==> config.mk <==
export PLATFORM = sky130hd
export DESIGN_NAME = lorenz_plotter_flat
export DESIGN_NICKNAME = d
export VERILOG_FILES = /design/src/rtl/lorenz_plotter_pkg.sv /design/src/rtl/lorenz_plotter_if.sv /design/src/rtl/lorenz_plotter_pixel_map.sv /design/src/rtl/lorenz_plotter.sv /design/src/flat_wrapper.sv
export SDC_FILE = /design/constraint.sdc
export NUM_CORES = 1
export LEC_CHECK = 0
export ABC_AREA = 1
export CAP_MARGIN = 20
export CORE_AREA = 10 10 208 210
export CTS_BUF_LIST = sky130_fd_sc_hd__clkbuf_4 sky130_fd_sc_hd__clkbuf_8 sky130_fd_sc_hd__clkbuf_16
export DETAILED_ROUTE_END_ITERATION = 10
export DIE_AREA = 0 0 218 220
export PLACE_DENSITY = 0.58
export SLEW_MARGIN = 0
export SYNTH_ARGS = -nofsm -noshare
export SYNTH_HDL_FRONTEND = slang
export SYNTH_HIERARCHICAL = 1
export SYNTH_SLANG_ARGS = --single-unit
export TNS_END_PERCENT = 20
==> constraint.sdc <==
create_clock -name i_clk -period 11.8 [get_ports i_clk]
set_input_delay 2.95 -clock i_clk [delete_from_list [all_inputs] [get_ports i_clk]]
set_output_delay 2.95 -clock i_clk [all_outputs]
set_load 0.03 [all_outputs]
==> src/rtl/lorenz_plotter_pkg.sv <==
// Shared constants, state encoding and helpers for the Lorenz attractor plotter.
package lorenz_plot_pkg;
  localparam int WIDTH     = 27;
  localparam int FRAC_BITS = 20;
  localparam int CALC_W    = 28;

  localparam int H_RES_DEF = 640;
  localparam int V_RES_DEF = 480;
  localparam int PANEL_W   = 212;
  localparam int PANEL_H   = 240;
  localparam int PANEL_Y0  = 120;
  localparam int PIX_SHIFT = 18;

  localparam logic signed [CALC_W-1:0] Z_OFFSET = 28'sd26214400;

  localparam logic [7:0] COLOR_XY = 8'hE0;
  localparam logic [7:0] COLOR_YZ = 8'h1C;
  localparam logic [7:0] COLOR_XZ = 8'h03;

  typedef enum logic [2:0] {
    ST_CLEAR = 3'd0,
    ST_IDLE  = 3'd1,
    ST_MAP   = 3'd2,
    ST_WR_XY = 3'd3,
    ST_WR_YZ = 3'd4,
    ST_WR_XZ = 3'd5
  } state_e;

  function automatic int addr_width(input int pixels);
    return $clog2(pixels);
  endfunction

  localparam int ADDR_W = addr_width(H_RES_DEF * V_RES_DEF);

  function automatic logic [15:0] sat_inc16(input logic [15:0] v);
    return (v == 16'hFFFF) ? v : v + 16'd1;
  endfunction
endpackage

==> src/rtl/lorenz_plotter_if.sv <==
// Sample input handshake plus framebuffer write port; master is the plotter side.
interface lorenz_plotter_if;
  import lorenz_plot_pkg::*;

  logic signed [WIDTH-1:0] x_in;
  logic signed [WIDTH-1:0] y_in;
  logic signed [WIDTH-1:0] z_in;
  logic                    sample_valid;
  logic                    sample_ready;
  logic                    fb_req;
  logic                    fb_ack;
  logic [ADDR_W-1:0]       fb_addr;
  logic [7:0]              fb_data;

  modport master (
    input  x_in, y_in, z_in, sample_valid, fb_ack,
    output sample_ready, fb_req, fb_addr, fb_data
  );

  modport slave (
    output x_in, y_in, z_in, sample_valid, fb_ack,
    input  sample_ready, fb_req, fb_addr, fb_data
  );
endinterface

==> src/rtl/lorenz_plotter_pixel_map.sv <==
// Maps one (h, v) fixed-point pair onto a panel: clip test and linear framebuffer address.
module lorenz_pixel_map
  import lorenz_plot_pkg::*;
#(
  parameter int H_RES = 640
) (
  input  logic signed [CALC_W-1:0] i_h,
  input  logic signed [CALC_W-1:0] i_v,
  input  logic [9:0]               i_org_x,
  output logic                     o_clipped,
  output logic [ADDR_W-1:0]        o_addr
);
  logic signed [CALC_W-1:0] w_org;
  logic signed [CALC_W-1:0] w_h_off;
  logic signed [CALC_W-1:0] w_v_off;
  logic signed [CALC_W-1:0] w_px;
  logic signed [CALC_W-1:0] w_py;
  logic [ADDR_W-1:0]        w_py_a;
  logic [ADDR_W-1:0]        w_addr;

  assign w_org   = $signed({18'd0, i_org_x});
  assign w_h_off = i_h >>> PIX_SHIFT;
  assign w_v_off = i_v >>> PIX_SHIFT;
  assign w_px    = w_org + CALC_W'(PANEL_W / 2) + w_h_off;
  // Screen rows grow downward, so a positive v moves the pixel up.
  assign w_py    = CALC_W'(PANEL_Y0 + PANEL_H / 2) - w_v_off;

  assign o_clipped = (w_px < w_org) || (w_px > w_org + CALC_W'(PANEL_W - 1)) ||
                     (w_py < CALC_W'(PANEL_Y0)) || (w_py > CALC_W'(PANEL_Y0 + PANEL_H - 1));

  assign w_py_a = w_py[ADDR_W-1:0];

  // py*H_RES built from the set bits of H_RES, so only shifted adds are generated.
  always_comb begin
    w_addr = '0;
    for (int b = 0; b < 16; b++) begin
      w_addr = w_addr + (H_RES[b] ? (w_py_a << b) : {ADDR_W{1'b0}});
    end
    w_addr = w_addr + w_px[ADDR_W-1:0];
  end

  assign o_addr = w_addr;
endmodule

==> src/rtl/lorenz_plotter.sv <==
// Plots Lorenz solver samples into XY/YZ/XZ panels and clears the framebuffer on demand.
module lorenz_plotter
  import lorenz_plot_pkg::*;
#(
  parameter int H_RES = 640,
  parameter int V_RES = 480
) (
  input  logic             i_clk,
  input  logic             i_reset,
  lorenz_plotter_if.master bus,
  input  logic             i_clear_start,
  output logic             o_busy,
  output logic [15:0]      o_drop_cnt
);
  localparam logic [ADDR_W-1:0] LAST_ADDR = ADDR_W'(H_RES * V_RES - 1);

  state_e                  r_state;
  logic                    r_fb_req;
  logic [ADDR_W-1:0]       r_fb_addr;
  logic [7:0]              r_fb_data;
  logic                    r_ready;
  logic                    r_busy;
  logic [15:0]             r_drop_cnt;
  logic signed [WIDTH-1:0] r_x;
  logic signed [WIDTH-1:0] r_y;
  logic signed [WIDTH-1:0] r_z;
  logic [2:0]              r_clip;
  logic [ADDR_W-1:0]       r_addr_yz;
  logic [ADDR_W-1:0]       r_addr_xz;

  logic signed [CALC_W-1:0] w_x;
  logic signed [CALC_W-1:0] w_y;
  logic signed [CALC_W-1:0] w_zc;
  logic                     w_clip_xy, w_clip_yz, w_clip_xz;
  logic [ADDR_W-1:0]        w_addr_xy, w_addr_yz, w_addr_xz;
  logic                     w_done;

  assign w_x  = CALC_W'(r_x);
  assign w_y  = CALC_W'(r_y);
  assign w_zc = CALC_W'(r_z) - Z_OFFSET;

  lorenz_pixel_map #(.H_RES(H_RES)) u_map_xy (
    .i_h(w_x), .i_v(w_y), .i_org_x(10'd0),
    .o_clipped(w_clip_xy), .o_addr(w_addr_xy)
  );
  lorenz_pixel_map #(.H_RES(H_RES)) u_map_yz (
    .i_h(w_y), .i_v(w_zc), .i_org_x(10'(PANEL_W)),
    .o_clipped(w_clip_yz), .o_addr(w_addr_yz)
  );
  lorenz_pixel_map #(.H_RES(H_RES)) u_map_xz (
    .i_h(w_x), .i_v(w_zc), .i_org_x(10'(2 * PANEL_W)),
    .o_clipped(w_clip_xz), .o_addr(w_addr_xz)
  );

  assign w_done = r_fb_req && bus.fb_ack;

  // Main controller: clear sweep, sample capture, mapping and the three panel writes.
  always_ff @(posedge i_clk) begin
    if (i_reset) begin
      r_state    <= ST_CLEAR;
      r_fb_req   <= 1'b0;
      r_fb_addr  <= '0;
      r_fb_data  <= 8'h00;
      r_ready    <= 1'b0;
      r_busy     <= 1'b1;
      r_drop_cnt <= 16'h0000;
      r_x        <= '0;
      r_y        <= '0;
      r_z        <= '0;
      r_clip     <= 3'b000;
      r_addr_yz  <= '0;
      r_addr_xz  <= '0;
    end else begin
      case (r_state)
        ST_CLEAR: begin
          if (w_done) begin
            if (r_fb_addr == LAST_ADDR) begin
              r_state  <= ST_IDLE;
              r_fb_req <= 1'b0;
              r_ready  <= 1'b1;
              r_busy   <= 1'b0;
            end else begin
              r_fb_addr <= r_fb_addr + ADDR_W'(1);
            end
          end else begin
            r_fb_req <= 1'b1;
          end
        end
        ST_IDLE: begin
          if (bus.sample_valid) begin
            r_x     <= bus.x_in;
            r_y     <= bus.y_in;
            r_z     <= bus.z_in;
            r_state <= ST_MAP;
            r_ready <= 1'b0;
            r_busy  <= 1'b1;
          end else if (i_clear_start) begin
            r_state   <= ST_CLEAR;
            r_fb_addr <= '0;
            r_fb_data <= 8'h00;
            r_ready   <= 1'b0;
            r_busy    <= 1'b1;
          end else begin
            r_ready <= 1'b1;
          end
        end
        ST_MAP: begin
          r_clip    <= {w_clip_xz, w_clip_yz, w_clip_xy};
          r_addr_yz <= w_addr_yz;
          r_addr_xz <= w_addr_xz;
          r_fb_addr <= w_addr_xy;
          r_fb_data <= COLOR_XY;
          r_fb_req  <= !w_clip_xy;
          r_state   <= ST_WR_XY;
        end
        ST_WR_XY: begin
          if (r_clip[0] || w_done) begin
            r_drop_cnt <= r_clip[0] ? sat_inc16(r_drop_cnt) : r_drop_cnt;
            r_fb_addr  <= r_addr_yz;
            r_fb_data  <= COLOR_YZ;
            r_fb_req   <= !r_clip[1];
            r_state    <= ST_WR_YZ;
          end
        end
        ST_WR_YZ: begin
          if (r_clip[1] || w_done) begin
            r_drop_cnt <= r_clip[1] ? sat_inc16(r_drop_cnt) : r_drop_cnt;
            r_fb_addr  <= r_addr_xz;
            r_fb_data  <= COLOR_XZ;
            r_fb_req   <= !r_clip[2];
            r_state    <= ST_WR_XZ;
          end
        end
        ST_WR_XZ: begin
          if (r_clip[2] || w_done) begin
            r_drop_cnt <= r_clip[2] ? sat_inc16(r_drop_cnt) : r_drop_cnt;
            r_fb_req   <= 1'b0;
            r_ready    <= 1'b1;
            r_busy     <= 1'b0;
            r_state    <= ST_IDLE;
          end
        end
        default: begin
          r_state   <= ST_CLEAR;
          r_fb_req  <= 1'b0;
          r_fb_addr <= '0;
          r_fb_data <= 8'h00;
          r_ready   <= 1'b0;
          r_busy    <= 1'b1;
        end
      endcase
    end
  end

  assign bus.fb_req       = r_fb_req;
  assign bus.fb_addr      = r_fb_addr;
  assign bus.fb_data      = r_fb_data;
  assign bus.sample_ready = r_ready;
  assign o_busy           = r_busy;
  assign o_drop_cnt       = r_drop_cnt;
endmodule

==> src/flat_wrapper.sv <==
// flat-port wrapper written by rule: the top's interface ports become plain ports
module lorenz_plotter_flat import lorenz_plot_pkg::*;
#(
  parameter int H_RES = 640,
  parameter int V_RES = 480
)
  (i_clk, i_reset, i_clear_start, o_busy, o_drop_cnt, bus_x_in, bus_y_in, bus_z_in, bus_sample_valid, bus_fb_ack, bus_sample_ready, bus_fb_req, bus_fb_addr, bus_fb_data);
  lorenz_plotter_if bus_i ();
  input  logic i_clk;
  input  logic i_reset;
  input  logic i_clear_start;
  output logic o_busy;
  output logic [15:0] o_drop_cnt;
  input wire logic [$bits(bus_i.x_in)-1:0] bus_x_in;
  input wire logic [$bits(bus_i.y_in)-1:0] bus_y_in;
  input wire logic [$bits(bus_i.z_in)-1:0] bus_z_in;
  input wire logic [$bits(bus_i.sample_valid)-1:0] bus_sample_valid;
  input wire logic [$bits(bus_i.fb_ack)-1:0] bus_fb_ack;
  output wire logic [$bits(bus_i.sample_ready)-1:0] bus_sample_ready;
  output wire logic [$bits(bus_i.fb_req)-1:0] bus_fb_req;
  output wire logic [$bits(bus_i.fb_addr)-1:0] bus_fb_addr;
  output wire logic [$bits(bus_i.fb_data)-1:0] bus_fb_data;
  assign bus_i.x_in = bus_x_in;
  assign bus_i.y_in = bus_y_in;
  assign bus_i.z_in = bus_z_in;
  assign bus_i.sample_valid = bus_sample_valid;
  assign bus_i.fb_ack = bus_fb_ack;
  assign bus_sample_ready = bus_i.sample_ready;
  assign bus_fb_req = bus_i.fb_req;
  assign bus_fb_addr = bus_i.fb_addr;
  assign bus_fb_data = bus_i.fb_data;
  lorenz_plotter #(.H_RES(H_RES), .V_RES(V_RES)) u_core (.i_clk(i_clk), .i_reset(i_reset), .bus(bus_i), .i_clear_start(i_clear_start), .o_busy(o_busy), .o_drop_cnt(o_drop_cnt));
endmodule
Yosys cells after proc, flatten, opt, wreduce, memory -nomap -nowiden --
Cells that the tools add are included.
Storage, ports and cells: register bits after elaboration 171, word-level logic and storage cells 132, output and inout port bits 46
Operators by class: $add $sub $neg 13, reductions and logical operators 28, magnitude comparators 10, bitwise logic cells 4, eq/ne operators 20, multiplexer cells 44
Operator list (count):
- 19-bit two-way mux | 6
- 19-bit case mux with 6 select lines | 1
- 16-bit two-way mux | 7
- 19-bit adder | 5
- 16-bit case mux with 3 select lines | 1
- 8-bit case mux with 5 select lines | 1
- 8-bit two-way mux | 4
- 27-bit by 26-bit subtractor with 28-bit output (second input constant) | 1
- 11-bit by 10-bit greater-than comparator with 1-bit output (second input constant) | 2
- 3-bit two-way mux | 7
- 19-bit by 1-bit adder with 19-bit output (second input constant) | 1
- 19-bit == test (second input constant) | 1
- 3-bit case mux with 6 select lines | 1
- 16-bit by 1-bit adder with 16-bit output (second input constant) | 1
- 16-bit == test (second input constant) | 1
- 2-bit by 1-bit inequality test with 1-bit output (second input constant) | 8
- 5-bit AND reduction | 3
- 7-bit AND reduction | 2
- 1-bit two-way mux | 13
- 11-bit by 9-bit adder with 12-bit output (first input constant) | 1
- 12-bit by 11-bit greater-than comparator with 1-bit output (second input constant) | 1
- 1-bit logical OR | 12
- 12-bit by 10-bit less-than comparator with 1-bit output (second input constant) | 1
- 10-bit by 9-bit adder with 11-bit output (first input constant) | 1
- 26 further kinds | 37

Longest topological paths before layout --
depth after elaboration 7, gate-level depth with buffers 36, mapped depth without buffers 36

Hierarchy --
The synthesis kept the hierarchy.
Modules (own cells, without submodules):
- lorenz_plotter | times used 1, area an instance 7419.6 um2, seq. area each 3323.2 um2, cells each 1062
- lorenz_pixel_map at u_core.u_map_xy ... | times used 2, area an instance 2696.3 um2, seq. area each 0.0 um2, cells each 433
- lorenz_pixel_map at u_core.u_map_yz | times used 1, area an instance 2587.5 um2, seq. area each 0.0 um2, cells each 426

Worst setup path before layout --
OpenSTA, ideal clock, no wires.
kind in2reg, start point input i_reset, end point register u_core.r_z[18], cell stages on the path 6, arrival time 3.924 ns, library setup time 0.065 ns, setup slack 7.811 ns, path through clkbuf_1 > inv_1 > clkbuf_1 > buf_1 > o21ai_1 > nor2_1
RTL lines:
- start: declaration | RTL line flat_wrapper.sv:10 | input logic i_reset;
- end signal: assignment | RTL line lorenz_plotter.sv:93 | r_z <= bus.z_in;
- end: declaration | RTL line lorenz_plotter.sv:26 | logic signed [WIDTH-1:0] r_z;

Final worst setup path --
start point register u_core.r_fb_addr[13], in the netlist u_core/bus.fb_addr[13], end point output bus_fb_addr[13]
RTL lines:
- start: declaration | RTL line lorenz_plotter.sv:19 | logic [ADDR_W-1:0] r_fb_addr;
- start signal: assignment | RTL line lorenz_plotter.sv:83 | r_fb_addr <= r_fb_addr + ADDR_W'(1);
- start signal: assignment | RTL line lorenz_plotter.sv:111 | r_fb_addr <= w_addr_xy;
- start signal: assignment | RTL line lorenz_plotter.sv:119 | r_fb_addr <= r_addr_yz;
- end: declaration | RTL line flat_wrapper.sv:21 | output wire logic [$bits(bus_i.fb_addr)-1:0] bus_fb_addr;
No word-level cell between the ends.

==> results by group <==
Worst setup path
  – Worst path buffer plus inverter count: 1
  – Slowest stage cell on the critical path: clkdlybuf4s50_1
  – Largest stage delay on the critical path: 0.73 ns
  – R2r startpoint: u_core/r_z[20]
  – CP Data Arrival Time: 1.61 ns
  – Critical path startpoint: u_core/bus.fb_addr[13]
  – Critical Path Sink Type: output port
  – CP startpoint kind: flip-flop
  – Crit path max-delay family: buffers and inverters
  – Crit-path cells: clkdlybuf4s50_1
  – CP Class: reg -> out
  – Critical Path Fanout Max: 7
  – Req. time, crit path: 8.85 ns

Placement
  – Cells after DPL: 2818
  – Input/output buffers: 77
  – DP HPWL: 30200 um
  – Placer Congestion: 0.902

Floorplanning
  – Die area: 48000 um^2
  – Die W: 218 um
  – Chip Height: 220 um
  – IO Pins: 132
  – FP Rows: 73
  – Core area: 39300 um^2
  – Initial Util: 34.7%

Drt
  – Drt via density: 4.67
  – DRC viols: 0
  – Antenna Violating Nets Remaining: 0
  – Starting DRC count in detailed routing: 706
  – Detailed Route WL: 37100 um
  – Pre-antenna DRT Iters: 5
  – Total number of vias: 13.2k
  – WL/cell: 13.1 um

CTS
  – CTS resizes: 0
  – Htree depth: 3
  – CTS tree: built
  – CTS sink cnt: 112
  – Clk buf depth: 2
  – TritonCTS Buffers: 9
  – Clk root buf: clkbuf_16
  – Clk_lat worst skew: 0.39 ns
  – Hold Buf Count CTS: 0
  – Clk pin slew, worst setup/hold paths: 0.09 ns
  – Post-CTS setup buffers: 0

GRT
  – Gr ovfl total: 0
  – Initial antenna violation count: 0
  – GRT Total Usage: 15.4%
  – Pin count of the biggest net entering global routing: 68
  – Vias in the first global route: 12.3k
  – First-pass GRT wire length: 60800 um

Cells and area
  – Layout Cells excl Fill: 2834
  – ANT cells: 0
  – Most common cell after layout, fill and taps aside: nand2_1
  – Fillers: 4290
  – Area delta synth->final: 14.7%
  – Final nets: 2567
  – Commonest non-fill, non-tap cells in the layout: 514 x nand2_1, 281 x inv_1, 227 x nor2_1
  – Share of cells above drive strength 1: 7.19%

Power
  – PD cells: 60.0 nW/um^2
  – Max VDD drop: 69.3 uV
  – Tot Pwr: 0.000937 W
  – Pleak: 7.71 nW

Min path
  – Hold_sp: u_core/r_addr_yz[17]
  – Classification of the worst-slack hold path: reg -> reg

Timing
  – Max-Slew Margin vs Limit: 46.1%
  – Achievable Freq: 219 MHz
  – RSZ-0062 raised after global routing: false
  – Final setup fails: 0
  – Setup TNS: 0 ns
  – Fin crit period: 4.56 ns
  – Final Hold Violating Endpoints: 0
  – Slew @ Worst Pin: 0.805 ns
  – Tcrit/Tclk final: 38.7%
  – Max Slew Vio Count: 0
  – Max Clock Skew: 0.0126 ns

Job
  – Max cap viols: 0

Outcome
  – Run status: completed

Synthesis
  – Yosys synthesis warning count: 6
  – Mapped cell area: 13600 um^2
  – Synth Instances: 2131
  – Avg Inst Size Synth: 6.39 um^2
through the flow:
stage	setup WS [ns]	hold WS [ns]	area (um^2)	util (%)
6_report	7.24	0.458	15600	39.8
5_1_grt	6.84	0.471	15600	39.8
4_1_cts	7.21	0.457	15600	39.8
3_5_place_dp	6.90	0.443	15300	39.0
3_3_place_gp	6.85	0.438	15300	39.0
2_1_floorplan	7.84	0.424	14100	-
path summary, 6_finish.rpt:
check | end | slack [ns] | cells past startpoint
setup / recovery | bus_fb_addr[13] | 7.24 | 1
setup reg to reg | u_core/r_addr_yz[18] | 7.36 | 22
hold reg to reg | u_core/r_addr_yz[17] | 0.46 | 2
hold / removal | u_core/r_addr_yz[17] | 0.46 | 2
registers in the layout (all words and copies together) (netlist names):
name / count
u_core/bus.fb_addr: 19
u_core/r_addr_xz: 19
u_core/r_addr_yz: 19
u_core/o_drop_cnt: 16
u_core/r_x: 9
u_core/r_y: 9
u_core/r_z: 9
u_core/bus.fb_data: 3
u_core/r_clip: 3
u_core/r_state: 3
u_core/bus.fb_req: 1
u_core/bus.sample_ready: 1
u_core/o_busy: 1
metal layers:
metal / up-vias / GRT usage [%] / wire length, um
met5: - / 0 / 0
met2: 183 / 25.8 / 16800
met1: 5964 / 20.3 / 18400
met4: 0 / 4.77 / 657
li1: 7070 / - / -
met3: 30 / 1.84 / 1250
power by group:
part / internal (W) / total, W / switching, W
Sequential: 0.000378 / 0.000379 / 0.00000109
Clock: 0.000150 / 0.000331 / 0.000181
Combinational: 0.0000869 / 0.000227 / 0.000140
Total: 0.000615 / 0.000937 / 0.000322
layout make-up:
class | instances | area, um^2 | area share [%]
Timing Repair Buffer | 83 | 816 | 5.22
Sequential cell | 112 | 2240 | 14.4
Clock inverter | 7 | 73.8 | 0.473
Multi-Input combinational cell | 1795 | 10500 | 67.0
Tap cell | 525 | 657 | 4.21
Inverter | 303 | 1140 | 7.30
Clock buffer | 9 | 225 | 1.44
worst register-to-register path, stage by stage (launching register included):
cell       delay [ns]
dfxtp_1          0.30
inv_1            0.26
ha_1             0.25
xor2_1           0.65
nand2_2          0.16
nor2_2           0.19
nand3_2          0.13
nand2_1          0.13
nand2_1          0.07
and2_1           0.15
fa_1             0.47
inv_1            0.04
ha_1             0.33
inv_1            0.08
nor3_1           0.26
nand3_1          0.11
o2111ai_1        0.15
nand3b_1         0.18
nand2_1          0.06
nand2_1          0.05
nand2_1          0.07
o21ai_0          0.18
nor2_1           0.05
Power figures use the tool's default switching activity.
==> RTL change (config.mk and constraints unchanged) <==
The 6 states of `state_e` get a one-hot encoding in 6 bits.
--- a/src/rtl/lorenz_plotter_pkg.sv
+++ b/src/rtl/lorenz_plotter_pkg.sv
@@ -17,13 +17,13 @@
   localparam logic [7:0] COLOR_YZ = 8'h1C;
   localparam logic [7:0] COLOR_XZ = 8'h03;
 
-  typedef enum logic [2:0] {
-    ST_CLEAR = 3'd0,
-    ST_IDLE  = 3'd1,
-    ST_MAP   = 3'd2,
-    ST_WR_XY = 3'd3,
-    ST_WR_YZ = 3'd4,
-    ST_WR_XZ = 3'd5
+  typedef enum logic [5:0] {
+    ST_CLEAR = 6'b000001,
+    ST_IDLE  = 6'b000010,
+    ST_MAP   = 6'b000100,
+    ST_WR_XY = 6'b001000,
+    ST_WR_YZ = 6'b010000,
+    ST_WR_XZ = 6'b100000
   } state_e;
 
   function automatic int addr_width(input int pixels);
Formal check against the unedited RTL: no difference found for any inputs over 4 cycles, from zero or initial values and one cycle with i_reset high; so few cycles prove little.
==> RTL change against the original RTL <==
Worst setup slack got worse by 54 ps; wire length up 1.6%; total power up 24%; critical path depth unchanged; sequential cell count up 3; register-to-register slack barely moved; die area unchanged; via count is 2.3% higher; global-route usage grew 0.29 points; cell area increased by 3.3%; combinational power fell by 2%; synthesized area up 1.6%; count of clock-buffer cells in the layout grew 11; critical path type unchanged; highest routed layer unchanged.
==> RTL change: results (changes against the original RTL) <==
[clocking]
clk_pin_slew_ps = 60  ; was 90 ps
h-tree-depth = 4  ; was 3
numCtsBuffers = 17  ; was 9
clock_latency_ps = 440  ; was 390 ps

[setup_path]
r2r_end = u_core/r_addr_yz[16]  ; was u_core/r_addr_yz[18]
r2r_slack_ps = 7370  ; was 7360 ps
path_max_fanout = 8  ; was 7
rr_startpoint = u_core/r_y[19]  ; was u_core/r_z[20]
reg2reg_depth = 19  ; was 22
arrival_ps = 1660  ; was 1610 ps
crit_slowest_cell = clkdlybuf4s50_1  ; unchanged

[global_routing]
grt_pass1_wl_um = 61900  ; was 60800 µm
track_usage_pct = 15.7  ; was 15.4%
grt_max_degree = 71  ; was 68
grt_pass1_vias = 12800  ; was 12300

[routing]
drt_wl_total_um = 37700  ; was 37100 µm
first_iter_violations = 741  ; was 706
viasPerCell = 4.73  ; was 4.67

[status]
run_status = complete, no violations  ; unchanged

[sta]
worst_pin_slew_ps = 774  ; was 805 ps
fin_worst_skew_ps = 14.2  ; was 12.6 ps

[placed_design]
dpl.hpwl_um = 30300  ; was 30200 µm
place_congestion = 0.896  ; was 0.902
dpl-instance-area_mm2 = 0.0155  ; was 0.0153 mm²
place_ws_ps = 6780  ; was 6900 ps

[finish]
fill_cells = 4259  ; was 4290
drive_gt1_share_pct = 7.48  ; was 7.19%
nets = 2590  ; was 2567

[power]
vdd_drop_max_mv = 0.0984  ; was 0.0693 mV
total_leakage_power_nw = 7.77  ; was 7.71 nW

[min_path]
min_delay_worst_endpoint = u_core/r_addr_yz[15]  ; was u_core/r_addr_yz[17]
min-delay-start = u_core/r_addr_yz[15]  ; was u_core/r_addr_yz[17]

[synth]
yosysWarnings = 6  ; unchanged

[RTL change: area by class of cell]
class                      instances  area (µm²)  share of cell area [%]
multi-input combinational       1794       10600                    65.5
sequential                       115        2300                    14.3
inverter                         317        1190                    7.38
timing repair buffer              82         808                    5.01
tap                              525         657                    4.07
clock buffer                      20         460                    2.86
clock inverter                    11         153                   0.947
[RTL change: through the flow]
| step | hold WS, ps | instances |
|---|---|---|
| after global placement | 434 | 2833 |
| final | 451 | 2864 |
| after CTS | 449 | 2864 |
| after floorplan | 424 | 2280 |
| after detailed placement | 441 | 2833 |
| after global routing | 466 | 2864 |
[RTL change: how the worst max path moves through the flow]
stage | endpoint | slack [ps] | depth (start not counted) | start
2_1_floorplan | u_core/bus.fb_addr[5] | 7720 | 9 | bus_fb_ack
3_3_place_gp | u_core/r_addr_yz[15] | 6760 | 6 | i_reset
3_5_place_dp | u_core/r_addr_yz[15] | 6780 | 6 | i_reset
4_1_cts | bus_fb_addr[2] | 7160 | 1 | u_core/bus.fb_addr[2]
5_1_grt | u_core/r_addr_yz[16] | 6870 | 19 | u_core/r_y[19]
6_report | bus_fb_addr[2] | 7190 | 1 | u_core/bus.fb_addr[2]
[RTL change: where the power goes]
group	switching (W)	total [W]	internal (W)
Sequential	0.00000141	0.000391	0.000389
Combinational	0.000137	0.000223	0.0000859
Clock	0.000203	0.000548	0.000345
[RTL change: per-layer routing]
metal  wire length, µm  global-route usage, %
met5                 0                      0
met1             17700                   19.8
met4               862                   5.42
met2             17500                   26.7
met3              1650                   2.63
[RTL change: tightest hold or removal path, cell delays in order (launching register included)]
cell,delay (ps)
dfxtp_1,300
inv_1,60
a21oi_1,50
